**config.mk**
```make
export PLATFORM = sky130hd
export DESIGN_NAME = jk_ff_bank_sync
export DESIGN_NICKNAME = d
export VERILOG_FILES = /design/src/rtl/jk_ff_bank_sync.sv
export SDC_FILE = /design/constraint.sdc
export NUM_CORES = 1
export LEC_CHECK = 0
export CORE_MARGIN = 2
export CORE_UTILIZATION = 40
export DETAILED_ROUTE_END_ITERATION = 12
export DONT_BUFFER_PORTS = 1
export PLACE_DENSITY = 0.53
export SYNTH_ARGS = -nofsm -noshare
export SYNTH_HDL_FRONTEND = slang
export SYNTH_SLANG_ARGS = --single-unit
```
**constraint.sdc**
```tcl
create_clock -name Clk -period 1.5 [get_ports Clk]
set_clock_uncertainty 0.1 [all_clocks]
set_input_delay 0.075 -clock Clk [delete_from_list [all_inputs] [get_ports Clk]]
set_output_delay 0.075 -clock Clk [all_outputs]
set_load 0.005 [all_outputs]
```
**src/rtl/jk_ff_bank_sync.sv**
```systemverilog
// ----------------------------------------------------------------------------
// jk_ff_bank_sync
//
// Bank of CHANNELS independent JK-style flip-flops, modelled as fully
// synchronous logic in the Clk domain. Each channel's TTL-style clock Ck[i]
// is sampled as data, and an edge of Ck[i] is detected against the
// previous sample. Each channel has a per-channel mode (JK / T / D / hold)
// and active-low synchronous preset/clear. Clear has priority over preset.
//
// Parameters
//   CHANNELS     number of channels (1..16)
//   EDGE         0 = act on falling Ck[i], 1 = act on rising Ck[i]
//   RESET_VALUE  value loaded into Q by Reset
//
// Ports
//   Clk          system clock; all state updates on its rising edge
//   Reset        asynchronous, active-high reset
//   Cen          global clock enable; 0 freezes Q, Ck sample and Changed
//   Ck           per-channel flip-flop clock (sampled as data)
//   J, K         per-channel data inputs
//   Mode         per-channel mode [2i+1:2i]: 00 JK, 01 T, 10 D, 11 hold
//   Preset_bar   per-channel active-low synchronous preset
//   Clear_bar    per-channel active-low synchronous clear
//   Cascade      (only with JK_FF_BANK_SYNC_CASCADE_EN) chain channels as a
//                ripple counter driven from channel 0
//   Q, Q_bar     flip-flop state and its complement
//   Changed      one-cycle pulse in the cycle after Q[i] changed
//
// Optional feature macro: JK_FF_BANK_SYNC_CASCADE_EN
// ----------------------------------------------------------------------------
module jk_ff_bank_sync #(
    parameter int                  CHANNELS    = 4,
    parameter int                  EDGE        = 0,
    parameter logic [CHANNELS-1:0] RESET_VALUE = '0
) (
    input  logic                    Clk,
    input  logic                    Reset,
    input  logic                    Cen,
    input  logic [CHANNELS-1:0]     Ck,
    input  logic [CHANNELS-1:0]     J,
    input  logic [CHANNELS-1:0]     K,
    input  logic [2*CHANNELS-1:0]   Mode,
    input  logic [CHANNELS-1:0]     Preset_bar,
    input  logic [CHANNELS-1:0]     Clear_bar,
`ifdef JK_FF_BANK_SYNC_CASCADE_EN
    input  logic                    Cascade,
`endif
    output logic [CHANNELS-1:0]     Q,
    output logic [CHANNELS-1:0]     Q_bar,
    output logic [CHANNELS-1:0]     Changed
);

    localparam logic [1:0] MODE_JK   = 2'b00;
    localparam logic [1:0] MODE_T    = 2'b01;
    localparam logic [1:0] MODE_D    = 2'b10;
    localparam logic [1:0] MODE_HOLD = 2'b11;

    // Ck_prev resets to the idle level of the active edge so that a steady
    // Ck after reset never looks like an edge.
    localparam logic [CHANNELS-1:0] CK_PREV_RST = {CHANNELS{EDGE != 0}};

    logic [CHANNELS-1:0] q_q, q_d;
    logic [CHANNELS-1:0] ck_prev_q;
    logic [CHANNELS-1:0] changed_q, changed_d;
    logic [CHANNELS-1:0] ev_raw;     // edge detected on the channel's own Ck
    logic [CHANNELS-1:0] ev_eff;     // edge actually used (after cascade)
    logic                chain_ev;   // ripple from the previous channel

    // Channels are evaluated in order so that, in cascade mode, channel i
    // sees the next-state of channel i-1 computed earlier in the same pass;
    // the whole ripple therefore settles combinationally within one Clk.
    always_comb begin
        q_d      = q_q;
        ev_raw   = '0;
        ev_eff   = '0;
        chain_ev = 1'b0;
        for (int i = 0; i < CHANNELS; i++) begin
            if (EDGE != 0) begin
                ev_raw[i] = Cen & Ck[i] & ~ck_prev_q[i];
            end else begin
                ev_raw[i] = Cen & ~Ck[i] & ck_prev_q[i];
            end
            ev_eff[i] = ev_raw[i];
`ifdef JK_FF_BANK_SYNC_CASCADE_EN
            if (Cascade && (i > 0)) begin
                ev_eff[i] = chain_ev;
            end
`endif
            if (!Clear_bar[i]) begin
                q_d[i] = 1'b0;
            end else if (!Preset_bar[i]) begin
                q_d[i] = 1'b1;
            end else if (ev_eff[i]) begin
                case (Mode[2*i +: 2])
                    MODE_JK: begin
                        case ({J[i], K[i]})
                            2'b10:   q_d[i] = 1'b1;
                            2'b01:   q_d[i] = 1'b0;
                            2'b11:   q_d[i] = ~q_q[i];
                            default: q_d[i] = q_q[i];
                        endcase
                    end
                    MODE_T:    q_d[i] = J[i] ? ~q_q[i] : q_q[i];
                    MODE_D:    q_d[i] = J[i];
                    MODE_HOLD: q_d[i] = q_q[i];
                    default:   q_d[i] = q_q[i];
                endcase
            end
            // The next channel in a cascade is clocked only when this
            // channel was itself clocked and its output makes the
            // active-edge transition (1->0 for falling, 0->1 for rising).
            if (EDGE != 0) begin
                chain_ev = ev_eff[i] & ~q_q[i] & q_d[i];
            end else begin
                chain_ev = ev_eff[i] & q_q[i] & ~q_d[i];
            end
        end
    end

    assign changed_d = q_d ^ q_q;

    always_ff @(posedge Clk or posedge Reset) begin
        if (Reset) begin
            q_q       <= RESET_VALUE;
            ck_prev_q <= CK_PREV_RST;
            changed_q <= '0;
        end else if (Cen) begin
            q_q       <= q_d;
            ck_prev_q <= Ck;
            changed_q <= changed_d;
        end
    end

    assign Q       = q_q;
    assign Q_bar   = ~q_q;
    assign Changed = changed_q;

endmodule
```
After elaboration in Yosys (flattened, before gate mapping)

Cells that the tools add are included.

Logic and storage cells: 73
Output and inout bits: 12
Flip-flop bits (word level): 12
Bits of input ports: 31

Reduce and logical (&&, ||, !) cells: 4
Eq/ne operators: 24
Bitwise operators: 18
Muxes and demuxes: 24

Operator list:

| operator           | count |
|---|---|
| $eq 2x2->1 const B | 16 |
| $eq 2x1->1 const B | 8 |
| $mux 1             | 16 |
| $pmux 1 s4         | 4 |
| $pmux 1 s3         | 4 |
| $and 1x1->1        | 8 |
| $logic_not 2->1    | 4 |
| $not 1->1          | 8 |
| $not 4->4          | 1 |
| $xor 4x4->4        | 1 |

Logic depth before layout (Yosys ltp)

Depth in word-level cells: 7
Gate-level depth with buffers: 5
Depth with buffers taken out: 4

Worst setup path after synthesis

Ideal clock, no wire load.

Path kind: flip-flop to flip-flop
From: register q_q[0] (netlist: Q[0])
To: register changed_q[0] (netlist: Changed[0])
Data required time: 1280 ps
Stages on the path, launching flop included: 5
Period minus slack after synthesis: 1328 ps
Buffers on the path: 0
Setup time: 120 ps
Data arrival time: 1108 ps
Slack: 172 ps
Path through: dfrtp_1 mux2i_1 a31oi_1 a211o_1 a31o_1

Word-level cells in the longest chain between the ends: 7
Elaborated cells between the ends (all ways): 8
Those cells by class: mux (6); bitwise (2)

Ends and longest elaborated chain:

| what                                        | line    | source |
|---|---|---|
| start: declaration                          | 62      | `logic [CHANNELS-1:0] q_q, q_d;` |
| start signal: assignment                    | 128     | `q_q <= q_d;` |
| $not 1->1                                   | 99, 103 |  |
| $pmux 1 s3 / $mux 1 (equally long branches) | 96, 103 |  |
| $pmux 1 s4                                  | 94      | `case (Mode[2*i +: 2])` |
| $mux 1                                      | 93      | `end else if (ev_eff[i]) begin` |
| $mux 1                                      | 91      | `end else if (!Preset_bar[i]) begin` |
| $mux 1                                      | 89      | `if (!Clear_bar[i]) begin` |
| $xor 4x4->4 *                               | 120     | `assign changed_d = q_d ^ q_q;` |
| end signal: assignment                      | 130     | `changed_q <= changed_d;` |
| end: declaration                            | 64      | `logic [CHANNELS-1:0] changed_q, changed_d;` |

Every way passes the cells marked *; elsewhere a longest branch is shown, timed or not.
A chain may end at the register's enable or synchronous reset.

Final worst setup path

From: register q_q[2] (netlist: Q[2])
To: register changed_q[2] (netlist: Changed[2])

Same word-level chain as after synthesis.

==> results_dict.tcl <==
set metrics [dict create \
    outcome "finished clean" \
    dp_hpwl_um 1340 \
    clk_transition_reported_paths_ns 0.08 \
    ys_warn_count 0 \
    layout-drive-gt1-share_pct 10.6 \
    die_x_um 49.4 \
    irDropWorstVdd_mv 0.578 \
    setup_viol_count_final 0 \
    vias 753 \
    period_needed_ns 1.46 \
    setup_ws_ns 0.0437 \
    start_util_pct 42.0 \
    mostFrequentLayoutCells "12 x inv_1, 11 x dfrtp_1, 11 x dlygate4sd3_1" \
    use_met2_pct 27.9 \
    clockBufferDepth 2 \
    critPathLaunchType "flip-flop" \
    firstDrtPassIters 4 \
    hold_ws_ns 0.0105 \
    cts-root-buf "clkbuf_4" \
    use_met1_pct 18.8 \
    grt_pass1_wl_um 3060 \
    yosysTopAreaCell "dfrtp_1" \
    die_h_um 49.4 \
    rsz0062_at_grt "false" \
    fin_crit_sh_pct 97.1 \
    grt_max_degree 21 \
    power.density_nw_per_um2 851 \
    num_rows 16 \
    clock_latency_ns 0.28 \
    coreArea_um2 1960 \
    utilization_pct 52.2 \
    io_buffers 0 \
    layout_commonest_cell "inv_1" \
    gp_congestion 0.701 \
    crit_type "reg2reg" \
    cts_buffers 3 \
    syn_area_um2 825 \
    htreeDepth 1 \
    hold_viol 0 \
    synth.avg_cell_area_um2 9.26 \
    maxCapViolCount 0 \
    synth_edf_count 0 \
    synth_fp_nets 120 \
    gr-usage-met3_pct 6.44 \
    max_slew.worst_pin.slew_ns 0.676 \
    ant_nets 0 \
    clock.fmax_ghz 0.687 \
    fillCellCount 195 \
    io_pins 43 \
    r2r_slack_ns 0.04 \
    tritoncts "yes" \
    synth_cells 89 \
    pre_cts_ws_ns 0.0659 \
    seq_area_frac_synth_pct 36.4 \
    synth_area_leaders "dfrtp_1 36%, inv_1 5.5%, mux2_1 5.5%" \
    syn_to_final_growth_pct 24.3 \
    drc 0 \
    grt_util_all_layers_pct 16.2 \
    grt_pass1_vias 775 \
    worst_setup_path_end_kind "flip-flop" \
    synth_top_area_share_pct 36.4 \
    yosysUniqueCellTypes 34 \
    grt.overflow.total 0 \
    path_max_fanout 6 \
    arrival_ns 1.53 \
    slew_headroom_pct 54.9 \
    wirelength_um 1960 \
    required_ns 1.58 \
    diodes 0 \
    dieArea_um2 2440 \
    antenna_found_initial 0 \
    synth_seq_cells 12 \
    via_per_inst 5.75 \
    fin_tns_setup_ns 0 \
    synth-async-reset-ratio_pct 100 \
    slew_viol_final 0 \
    dr.first_iter.drc_count 11 \
    clock-sinks 12 \
    p_leak_nw 0.468 \
    synth-main-ff-cell "dfrtp_1" \
    final_nets 136 \
    post_drt_wl_per_cell_um 15.0 \
    grt-busiest-layer "met2" \
    min_path_type "in2reg" \
]
## metal layers
layer | part of all wire (%) | wire length (um)
met3 | 10 | 204
met5 | 0 | 0
met1 | 42 | 827
met2 | 47 | 928
met4 | 0 | 0
## final timing paths
kind                               start  depth (start not counted)           end
min reg2reg                 ck_prev_q[1]                          1  ck_prev_q[1]
max in group asynchronous          Reset                          2          Q[2]
min                        Preset_bar[3]                          2    Changed[3]
min in group asynchronous          Reset                          2    Changed[3]
max                                 Q[2]                          4    Changed[2]
max reg2reg                         Q[2]                          4    Changed[2]
## per-stage QoR
step           cells  area [um2]  power, W
2_1_floorplan     89         825  0.000541
3_3_place_gp     115         858  0.000568
3_5_place_dp     115         858  0.000572
4_1_cts          131        1010  0.000874
5_1_grt          131        1020  0.000928
6_report         131        1020  0.000872
## cell usage after synthesis, types with 3 or more instances
cell,n
dfrtp_1,12
mux2_1,4
inv_1,12
nor2_1,4
nor2b_1,6
a22o_1,4
o21ai_0,4
and3b_1,3
mux2i_1,4
o21ai_1,3
## power by group
group	internal, W	leakage (nW)	total [W]	switching [W]
sequential	0.000367	0.143	0.000403	0.0000363
clock	0.000148	0.0210	0.000266	0.000119
combinational	0.000112	0.304	0.000202	0.0000902
total	0.000627	0.468	0.000872	0.000245
## worst max-delay path, cell delays in order (launching register included)
cell and delay (ns):
dfrtp_2 0.43, inv_2 0.07, o31ai_2 0.33, o2111ai_1 0.15
a211oi_1 0.28
## kinds of logic after synthesis
logic type / after synthesis / synth area share [%]
simple gates: 20 / 14.7
buf+inv: 16 / 7.74
mux: 8 / 10.3
flops: 12 / 36.4
compound gates: 33 / 30.8
## layout make-up
class	count	area (um2)	area share [%]
well taps	27	33.8	3.30
clock buffers	4	36.3	3.54
multi-input cells	61	467	45.5
inverters	13	48.8	4.76
flip-flops and latches	12	302	29.4
repair buffers	14	138	13.4
## flip-flops by register name, indices dropped and copies added (netlist names)
register	count
ck_prev_q	4
Changed	4
Q	4
## repair_timing
action,CTS,global route
endpoints found under the hold margin,24,0
gates resized for setup,0,3
endpoints found under the setup margin,0,5
hold buffers,12,0
setup buffers,0,0
Note: power is estimated with default switching activity, not from simulation.
